--- src/rtl/mlp_pkg.sv ---
// Shared types and helpers for the time-multiplexed perceptron engine.
package mlp_pkg;

   // Engine phases: idle, hidden-layer terms, output-layer terms, result held.
   typedef logic [1:0] state_t;

   localparam state_t S_IDLE = 2'd0;
   localparam state_t S_HID  = 2'd1;
   localparam state_t S_OUT  = 2'd2;
   localparam state_t S_DONE = 2'd3;

   // Accumulator width: full product plus growth for N_IN+1 terms plus one spare bit.
   function automatic int acc_w(input int dw, input int n_in);
      return 2*dw + $clog2(n_in+1) + 1;
   endfunction

   // Hidden-neuron coefficient address: inputs 0..n_in-1 are weights, index n_in is the bias.
   function automatic int coef_addr(input int j, input int i, input int n_in);
      return j*(n_in+1) + i;
   endfunction

   // Step activation: fires only on a strictly positive accumulator.
   function automatic logic step(input logic sign_bit, input logic nonzero);
      return ~sign_bit & nonzero;
   endfunction

endpackage

--- src/rtl/mlp_mac.sv ---
// Shared multiply-accumulate unit: one signed DW x DW product added per enabled cycle.
module mlp_mac #(
   parameter int DW    = 10,
   parameter int ACC_W = 23
)(
   input  logic                    clk,
   input  logic                    rst_n,
   input  logic                    clr,
   input  logic                    en,
   input  logic signed [DW-1:0]    a,
   input  logic signed [DW-1:0]    b,
   output logic signed [ACC_W-1:0] sum
);

   logic signed [2*DW-1:0]  prod;
   logic signed [ACC_W-1:0] acc_reg;

   // Operands are sign-extended before multiplying so the product is exact.
   assign prod = (2*DW)'(a) * (2*DW)'(b);

   // sum is the value the accumulator would take this cycle; the caller
   // activates on it directly when this is the last term of a neuron.
   assign sum = acc_reg + ACC_W'(prod);

   // Accumulator: clear has priority so a neuron can finish and restart in one cycle.
   always_ff @(posedge clk or negedge rst_n) begin
      if (!rst_n)
         acc_reg <= '0;
      else if (clr)
         acc_reg <= '0;
      else if (en)
         acc_reg <= sum;
   end

endmodule

--- src/rtl/mlp_seq_engine.sv ---
// Time-multiplexed N_IN-N_HID-1 perceptron network with a writable coefficient file.
module mlp_seq_engine
   import mlp_pkg::*;
#(
   parameter int  N_IN  = 2,
   parameter int  N_HID = 2,
   parameter int  DW    = 10,
   localparam int NW    = N_HID*(N_IN+1) + N_HID + 1,
   localparam int AW    = $clog2(NW),
   localparam int ACC_W = acc_w(DW, N_IN)
)(
   input  logic                 clk,
   input  logic                 rst_n,
   input  logic                 in_valid,
   output logic                 in_ready,
   input  logic [N_IN*DW-1:0]   x_in,
   output logic                 out_valid,
   input  logic                 out_ready,
   output logic                 y,
   output logic [N_HID-1:0]     h_vec,
   input  logic                 cfg_we,
   input  logic [AW-1:0]        cfg_addr,
   input  logic [DW-1:0]        cfg_wdata,
   output logic                 cfg_err
);

   localparam int                   CW       = $clog2(N_IN + N_HID + 2);
   localparam logic [CW-1:0]        T_LAST   = CW'(N_IN);
   localparam logic [CW-1:0]        K_LAST   = CW'(N_HID);
   localparam logic [CW-1:0]        J_LAST   = CW'(N_HID - 1);
   localparam int                   OUT_BASE = N_HID*(N_IN+1);
   localparam logic [AW:0]          NW_LIM   = (AW+1)'(NW);
   localparam logic signed [DW-1:0] ONE      = DW'(1);

   state_t                  state_reg, state_next;
   logic [CW-1:0]           t_reg, t_next;
   logic [CW-1:0]           j_reg, j_next;
   logic signed [DW-1:0]    x_slice  [N_IN];
   logic signed [DW-1:0]    x_reg    [N_IN];
   logic signed [DW-1:0]    coef_reg [NW];
   logic [N_HID-1:0]        h_reg;
   logic                    y_reg;
   logic                    cfg_err_reg;

   logic                    in_hid, in_out, accept, cfg_ok, last_term, act;
   logic [AW-1:0]           rd_addr;
   logic signed [DW-1:0]    mul_a, mul_b;
   logic signed [ACC_W-1:0] mac_sum;

   genvar gi;
   generate
      for (gi = 0; gi < N_IN; gi++) begin : g_unpack
         assign x_slice[gi] = x_in[gi*DW +: DW];
      end
   endgenerate

   assign in_hid    = (state_reg == S_HID);
   assign in_out    = (state_reg == S_OUT);
   assign in_ready  = (state_reg == S_IDLE);
   assign out_valid = (state_reg == S_DONE);
   assign accept    = in_valid && in_ready;
   // Writes only while idle, so a running inference always sees one coefficient set.
   assign cfg_ok    = cfg_we && in_ready && ({1'b0, cfg_addr} < NW_LIM);
   assign last_term = (in_hid && t_reg == T_LAST) || (in_out && t_reg == K_LAST);
   assign act       = step(mac_sum[ACC_W-1], |mac_sum);

   assign y       = y_reg;
   assign h_vec   = h_reg;
   assign cfg_err = cfg_err_reg;

   // Coefficient address of the current term; the map is contiguous across both layers.
   always_comb begin
      rd_addr = '0;
      if (in_hid)
         rd_addr = AW'(coef_addr(int'(j_reg), int'(t_reg), N_IN));
      else if (in_out)
         rd_addr = AW'(OUT_BASE + int'(t_reg));
   end

   // MAC operands: weight times input, weight times hidden bit, or bias times one.
   always_comb begin
      mul_a = '0;
      for (int i = 0; i < NW; i++)
         if (rd_addr == AW'(i))
            mul_a = coef_reg[i];
      mul_b = '0;
      if (in_hid) begin
         if (t_reg == T_LAST)
            mul_b = ONE;
         else
            for (int i = 0; i < N_IN; i++)
               if (t_reg == CW'(i))
                  mul_b = x_reg[i];
      end else if (in_out) begin
         if (t_reg == K_LAST)
            mul_b = ONE;
         else
            for (int i = 0; i < N_HID; i++)
               if (t_reg == CW'(i))
                  mul_b = {{(DW-1){1'b0}}, h_reg[i]};
      end
   end

   mlp_mac #(
      .DW    (DW),
      .ACC_W (ACC_W)
   ) u_mac (
      .clk   (clk),
      .rst_n (rst_n),
      .clr   (accept || last_term),
      .en    (in_hid || in_out),
      .a     (mul_a),
      .b     (mul_b),
      .sum   (mac_sum)
   );

   // Sequencer: walks term index t within neuron j, then the output neuron's terms.
   always_comb begin
      state_next = state_reg;
      t_next     = t_reg;
      j_next     = j_reg;
      case (state_reg)
         S_IDLE: begin
            if (accept) begin
               state_next = S_HID;
               t_next     = '0;
               j_next     = '0;
            end
         end
         S_HID: begin
            if (t_reg == T_LAST) begin
               t_next = '0;
               if (j_reg == J_LAST) begin
                  j_next     = '0;
                  state_next = S_OUT;
               end else begin
                  j_next = j_reg + 1'b1;
               end
            end else begin
               t_next = t_reg + 1'b1;
            end
         end
         S_OUT: begin
            if (t_reg == K_LAST) begin
               t_next     = '0;
               state_next = S_DONE;
            end else begin
               t_next = t_reg + 1'b1;
            end
         end
         default: begin
            if (out_ready)
               state_next = S_IDLE;
         end
      endcase
   end

   // Control state, input latch, result registers and error pulse.
   always_ff @(posedge clk or negedge rst_n) begin
      if (!rst_n) begin
         state_reg   <= S_IDLE;
         t_reg       <= '0;
         j_reg       <= '0;
         h_reg       <= '0;
         y_reg       <= 1'b0;
         cfg_err_reg <= 1'b0;
         for (int i = 0; i < N_IN; i++)
            x_reg[i] <= '0;
      end else begin
         state_reg   <= state_next;
         t_reg       <= t_next;
         j_reg       <= j_next;
         cfg_err_reg <= cfg_we && !cfg_ok;
         if (accept)
            for (int i = 0; i < N_IN; i++)
               x_reg[i] <= x_slice[i];
         for (int i = 0; i < N_HID; i++)
            if (in_hid && t_reg == T_LAST && j_reg == CW'(i))
               h_reg[i] <= act;
         if (in_out && t_reg == K_LAST)
            y_reg <= act;
      end
   end

   // Coefficient register file; a write in the accept cycle is seen by that sample.
   always_ff @(posedge clk or negedge rst_n) begin
      if (!rst_n) begin
         for (int i = 0; i < NW; i++)
            coef_reg[i] <= '0;
      end else begin
         for (int i = 0; i < NW; i++)
            if (cfg_ok && cfg_addr == AW'(i))
               coef_reg[i] <= cfg_wdata;
      end
   end

endmodule

--- config.mk ---
export PLATFORM = sky130hd
export DESIGN_NAME = mlp_seq_engine
export DESIGN_NICKNAME = d
export VERILOG_FILES = /design/src/rtl/mlp_pkg.sv /design/src/rtl/mlp_mac.sv /design/src/rtl/mlp_seq_engine.sv
export SDC_FILE = /design/constraint.sdc
export NUM_CORES = 1
export LEC_CHECK = 0
export ABC_AREA = 0
export BUFFER_PORTS_ARGS = -buffer_cell sky130_fd_sc_hd__clkbuf_2
export CAP_MARGIN = 20
export CORE_UTILIZATION = 30
export CTS_CLUSTER_SIZE = 24
export DETAILED_ROUTE_END_ITERATION = 8
export GPL_TIMING_DRIVEN = 0
export PLACE_DENSITY = 0.47
export SETUP_SLACK_MARGIN = 0.2
export SLEW_MARGIN = 0
export SYNTH_ARGS = -nofsm -noshare
export SYNTH_HDL_FRONTEND = slang
export SYNTH_SLANG_ARGS = --single-unit
--- constraint.sdc ---
create_clock -name clk -period 10.3 [get_ports clk]
set_input_delay 2.06 -clock clk [delete_from_list [all_inputs] [get_ports clk]]
set_output_delay 2.06 -clock clk [all_outputs]
set_load 0.05 [all_outputs]
# Word-level counts from Yosys, hierarchy flattened
# Cells that the tools add are included.
[totals] regBits=145 latch_bits=0 ram_bits=0 rom_bits=0 output_inout_bits=6 word_cells=123 memories=0
[classes] add_sub_neg=5 mul=2 div=0 n_lt_le_gt_ge=1 eq_ne=26 shifts=0 muxes=33 bitwise_logic=2 n_reduce_logical=35
[op_table] op="two-way mux 10 bit" count=16
[op_table] op="two-way mux 23 bit" count=2
[op_table] op="equality test 4 x 3 -> 1 bit (second input constant)" count=8
[op_table] op="adder 23 x 20 -> 23 bit" count=1
[op_table] op="OR reduction 23 bit" count=1
[op_table] op="multiplier 10 x 10 -> 20 bit" count=1
[op_table] op="logical AND 1 bit" count=17
[op_table] op="equality test 4 x 2 -> 1 bit (second input constant)" count=4
[op_table] op="two-way mux 3 bit" count=4
[op_table] op="one-hot mux 3 bit (2 select lines)" count=2
[op_table] op="two-way mux 2 bit" count=5
[op_table] op="equality test 4 x 1 -> 1 bit (second input constant)" count=2
[op_table] op="equality test 4 bit (second input constant)" count=2
[op_table] op="logical NOT 4 bit" count=2
[op_table] op="two-way mux 4 bit" count=2
[op_table] op="inequality test 2 x 1 -> 1 bit (second input constant)" count=4
[op_table] op="adder 3 x 1 -> 3 bit (second input constant)" count=2
[op_table] op="equality test 3 x 1 -> 1 bit (second input constant)" count=2
[op_table] op="logical NOT 3 bit" count=2
[op_table] op="one-hot mux 2 bit (3 select lines)" count=1
[op_table] op="nonzero test 2 bit" count=3
[op_table] op="AND reduction 5 bit" count=1
[op_table] op="adder 3 x 3 -> 4 bit (first input constant)" count=1
[op_table] op="adder 4 x 3 -> 4 bit" count=1
[op_table] op="15 further kinds" count=18

# Depth between registers and ports, before layout
[depth] depth_word=17 ltp_mapped=34 mapped_depth_nobuf=32

# Modules after synthesis
# Synthesis repeated with hierarchy kept, for this count alone.
[unflattened] cells_unflattened=1169 area_unflattened_um2=12375.6
[modules_own_cells] module="mlp_mac" n_inst=1 cells_per_inst=684 area_per_inst_um2=6262.3 seq_area_each_um2=575.6
[modules_own_cells] module="mlp_seq_engine" n_inst=1 cells_per_inst=485 area_per_inst_um2=6113.4 seq_area_each_um2=3052.9

# Worst setup path after synthesis
# OpenSTA, ideal clock, no wires.
[synth_timing] kind="reg2reg" from="register t_reg[1]" to="register h_reg[1], in the netlist h_vec[1]" setup_time_ns=0.128 arrival_ns=8.018 required_ns=10.172 slack_ns=2.154 path_stages_with_launch=32 synth_period_minus_slack_ns=8.146 path_cell_list="dfrtp_1 -> buf_2 -> inv_1 -> fa_1 -> inv_1 -> ha_1 -> fa_1 -> xnor3_1 -> o22ai_4 -> nor3_2 -> a22oi_1 -> and3_1 -> o21ai_0 -> nand2_1 -> fa_1 -> inv_1 -> fa_1 -> fa_1 -> fa_1 -> inv_1 -> fa_1 -> inv_1 -> ha_1 -> clkbuf_1 -> nand4_1 -> a21oi_1 -> and3b_1 -> a2111oi_0 -> o311a_1 -> nand4_1 -> o41ai_1 -> nor2_1"
[synth_between] elab_chain_len=17 elab_cells_between_ends=40 cone_classes="add/sub: 3; mul: 1; eq/ne: 10; mux: 19; bitwise: 2; reduce/logical: 5"
[synth_rtl] element="from (decl)" line_no="mlp_seq_engine.sv:36" rtl="logic [CW-1:0] t_reg, t_next;"
[synth_rtl] element="from (signal assigned)" line_no="mlp_seq_engine.sv:171" rtl="t_reg <= t_next;"
[synth_rtl] element="adder 3 x 3 -> 4 bit" line_no="mlp_seq_engine.sv:77" rtl="rd_addr = AW'(OUT_BASE + int'(t_reg));"
[synth_rtl] element="two-way mux 4 bit" line_no="mlp_seq_engine.sv:76" rtl="else if (in_out)"
[synth_rtl] element="two-way mux 4 bit" line_no="mlp_seq_engine.sv:74" rtl="if (in_hid)"
[synth_rtl] element="logical NOT 4 bit" line_no="mlp_seq_engine.sv:84" rtl="if (rd_addr == AW'(i))"
[synth_rtl] element="two-way mux 10 bit (9 in series)" line_no="mlp_seq_engine.sv:84"
[synth_rtl] element="multiplier 10 x 10 -> 20 bit" line_no="mlp_mac.sv:19" rtl="assign prod = (2*DW)'(a) * (2*DW)'(b);"
[synth_rtl] element="adder 23 x 20 -> 23 bit" line_no="mlp_mac.sv:23" rtl="assign sum = acc_reg + ACC_W'(prod);"
[synth_rtl] element="OR reduction 23 bit / NOT 1 bit (equally long branches)" line_no="mlp_seq_engine.sv:65, mlp_pkg.sv:24"
[synth_rtl] element="AND 1 bit" line_no="mlp_pkg.sv:24" rtl="return ~sign_bit & nonzero;"
[synth_rtl] element="to (signal, indexed assignment)" line_no="mlp_seq_engine.sv:179" rtl="h_reg[i] <= act;"
[synth_rtl] element="to (decl)" line_no="mlp_seq_engine.sv:41" rtl="logic [N_HID-1:0] h_reg;"
# Several ways; a longest one is shown, not always the timed one.
# A chain may end at the register's enable or synchronous reset.

# Worst setup path in the final report
# Same ends and word-level chain as after synthesis.

==> results.md <==
* GP Congestion at 0.865
* Global route total overflow at 0
* Cells after Synth at between 1000 and 1500
* Core Region at roughly 39000 sq um
* Critical Path RT at roughly 11 ns
* Ys flop type: dfrtp_1
* Post-synth EDFFs at 0
* CTS Buffer Depth at 2
* I/O Pins at between 40 and 50
* Crit Path Max Fanout at 10
* Htree depth at 4
* WL final at roughly 32000 microns
* Slew Viols, Final at 0
* DR vias/cell at between 4 and 5
* Final period utilization at 93.1%
* Synth async-reset ratio at 100%
* Netlist cell types at 76
* Crit path launch type: register
* Register Area at 3630 sq um
* Largest cells by area after synthesis: dfrtp_1, fa_1, mux2_2
* Top-count cell post-synth: inv_1
* CP endpoint kind: register
* Layout cells sized above 1 at around 18%
* Worst Hold Class: reg -> reg
* CTS tree: built
* Drt drc at 0
* Overall global routing resource usage at 16.7%
* Arrival time worst endpoint at 9.91 ns
* Final HPWL DP at 24700 microns
* Vias in the first global route at between 9000 and 10000
* # fillers at about 4000
* Peak supply drop at ~0.14 mV
* Commonest cells post-synth: inv_1, dfrtp_1, fa_1
* Antenna fix cells at 0
* Cell area after synthesis at around 12000 sq um
* Layout Nets at ~1500
* Syn avg cell area at about 10 sq um
* Full die area at roughly 41000 sq um
* Largest net degree at the start of global routing at about 110
* CTS Buf Count at 17
* Crit path top cell by count: fa_1
* Die height at between 200 and 250 microns
* Net Count, Synth at ~1400
* Reg-to-reg critical path endpoint: h_vec[1]
* Status: finished clean
* Final setup viols at 0
* Critical Path Slowest Stage Cell: nor3_1
* Die X at ~200 microns
* Peak Freq at 104 MHz
* Worst-skew pair later-pin latency at 0.44 ns
* Share of the yosys chip area belonging to registers at a little under a third
* PwrDens at ~340 nW/um^2
* Initial antenna violation count at 0
* Area leader, netlist: dfrtp_1
* DR iter-0 viols at ~530
* Post-Route Utilization at 34.8%
* Max_cap viols at 0
* Max reg flops at 90
* Port Buffer Count at 42
* Setup Skew at ~0.010 ns
* # clock sinks at 145
* R2R Setup Slk at roughly 0.71 ns
* TritonRoute pass-1 iters at 7
* First-pass GRT wire length at about 52000 microns
* Clock slew at reported path FFs at approximately 0.060 ns
* Starting Density at between 30% and 40%
* Leak at about 0.0066 uW
* Share of the synthesized area in the top cell type at around 30%
* Crit. Startpoint: t_reg[1]
* Tightest Pin Transition at approximately 1 ns
* Routed via count at around 8500
* RSZ-0062 raised after global routing: no
* Final min period at approximately 9.6 ns
* Root Buffer: clkbuf_16
* Multi-input gate area in the final layout at around 7600 sq um
* Rel. slew slack at roughly a third
* Final hold vios at 0
* R2r worst-path depth at 31
* # rows at around 70
* Crit path largest cell delay at ~0.65 ns
* Hold buffers post-CTS at 0
* DR WL/cell at around 18 microns
* Flops & latches, synth at approximately 150
* Critical setup path kind: reg -> reg
* RR Startpoint: t_reg[1]
* Placed Cells at approximately 1700
* Antenna viol nets, final at 0
* Crit path to: h_vec[1]
* Area grow syn2layout at 13.5%
* Sum Neg Setup Slack at 0 ns
* Ys Warns at 0
* Fin cells at 1750
logic make-up after synthesis:
family                     synth area share (%)
and+or+nand+nor                            12.2
adders and majority gates                  28.2
xor gates and xnor gates                   1.69
muxes                                      11.3
DFF                                        30.3
buffers and inverters                      6.87
AOI/OAI and AO/OA                          9.42
layout make-up:
type	instances	share of cell area [%]
Tap cell	518	4.77
Inverter	189	5.22
Sequential cell	145	26.7
Multi-Input combinational cell	789	55.9
Clock buffer	22	3.42
Timing Repair Buffer	49	2.18
Buffer	28	0.829
Clock inverter	10	0.930
per-stage QoR:
step	cell area, sq um	hold WS [ns]	power, uW	setup slack (ns)
floorplan	12000	0.455	3040	2.15
CTS	13500	0.491	4610	0.231
global route	13600	0.512	5060	0.229
detailed placement	12900	0.477	3930	-0.0780
finish	13600	0.486	4610	0.709
global placement	12800	0.472	3890	-0.0532
critical path, delay by kind of cell (launching register included):
kind / cells / cell delay, ns
buffers and inverters: 7 / 1.08
DFF: 1 / 0.38
AOI/OAI and AO/OA: 6 / 2.02
adders and majority gates: 9 / 3.96
xor gates and xnor gates: 1 / 0.25
and+or+nand+nor: 8 / 1.75
layer usage:
metal / share of wire, % / routed length [microns] / track usage (%)
met1: 49 / 15800 / 24.0
met3: 3.3 / 1070 / 2.53
met5: 0 / 0 / 0
met4: 1.1 / 361 / 3.98
met2: 46 / 14800 / 26.4
power by group:
group          total (uW)  internal [uW]  switching [uW]
combinational        3060           1160            1900
sequential            908            783             124
clock                 636            373             264
how the worst min path moves through the flow:
stage	to	start	depth (start not counted)
5_1_grt	coef_reg[68]	coef_reg[68]	1
3_3_place_gp	u_mac.acc_reg[2]	u_mac.acc_reg[2]	2
3_5_place_dp	u_mac.acc_reg[18]	u_mac.acc_reg[18]	2
4_1_cts	u_mac.acc_reg[18]	u_mac.acc_reg[18]	2
2_1_floorplan	u_mac.acc_reg[20]	u_mac.acc_reg[20]	2
6_report	u_mac.acc_reg[18]	u_mac.acc_reg[18]	2
placed cells by master, fill, tap and decap left out, drive strengths merged, types with 4 or more instances in the layout:
cell type and n:
nand2b 12, nor3b 4, o31ai 5, inv 192, nor4 10, nor2 61
or2 5, xor2 4, and2 12, buf 18, nand4 4, dfrtp 145
xnor2 14, o21a 7, or3 6, o211ai 4, a21o 5, nor2b 11
nor3 25, nand2 107, nand3 19, a22oi 15, mux2i 4, mux2 117
a21oi 27, o21ai 31, a22o 16, a222oi 8, ha 71, and3 8
fa 124, clkbuf 81, o22ai 7
repair_timing:
item                                    CTS  global route
endpoints found under the setup margin    3             4
setup buffers                             0             2
resized for setup                         7             8
gates cloned                              0             0
pin swaps                                 0             1
No activity file was read; power rests on OpenSTA's default activity.
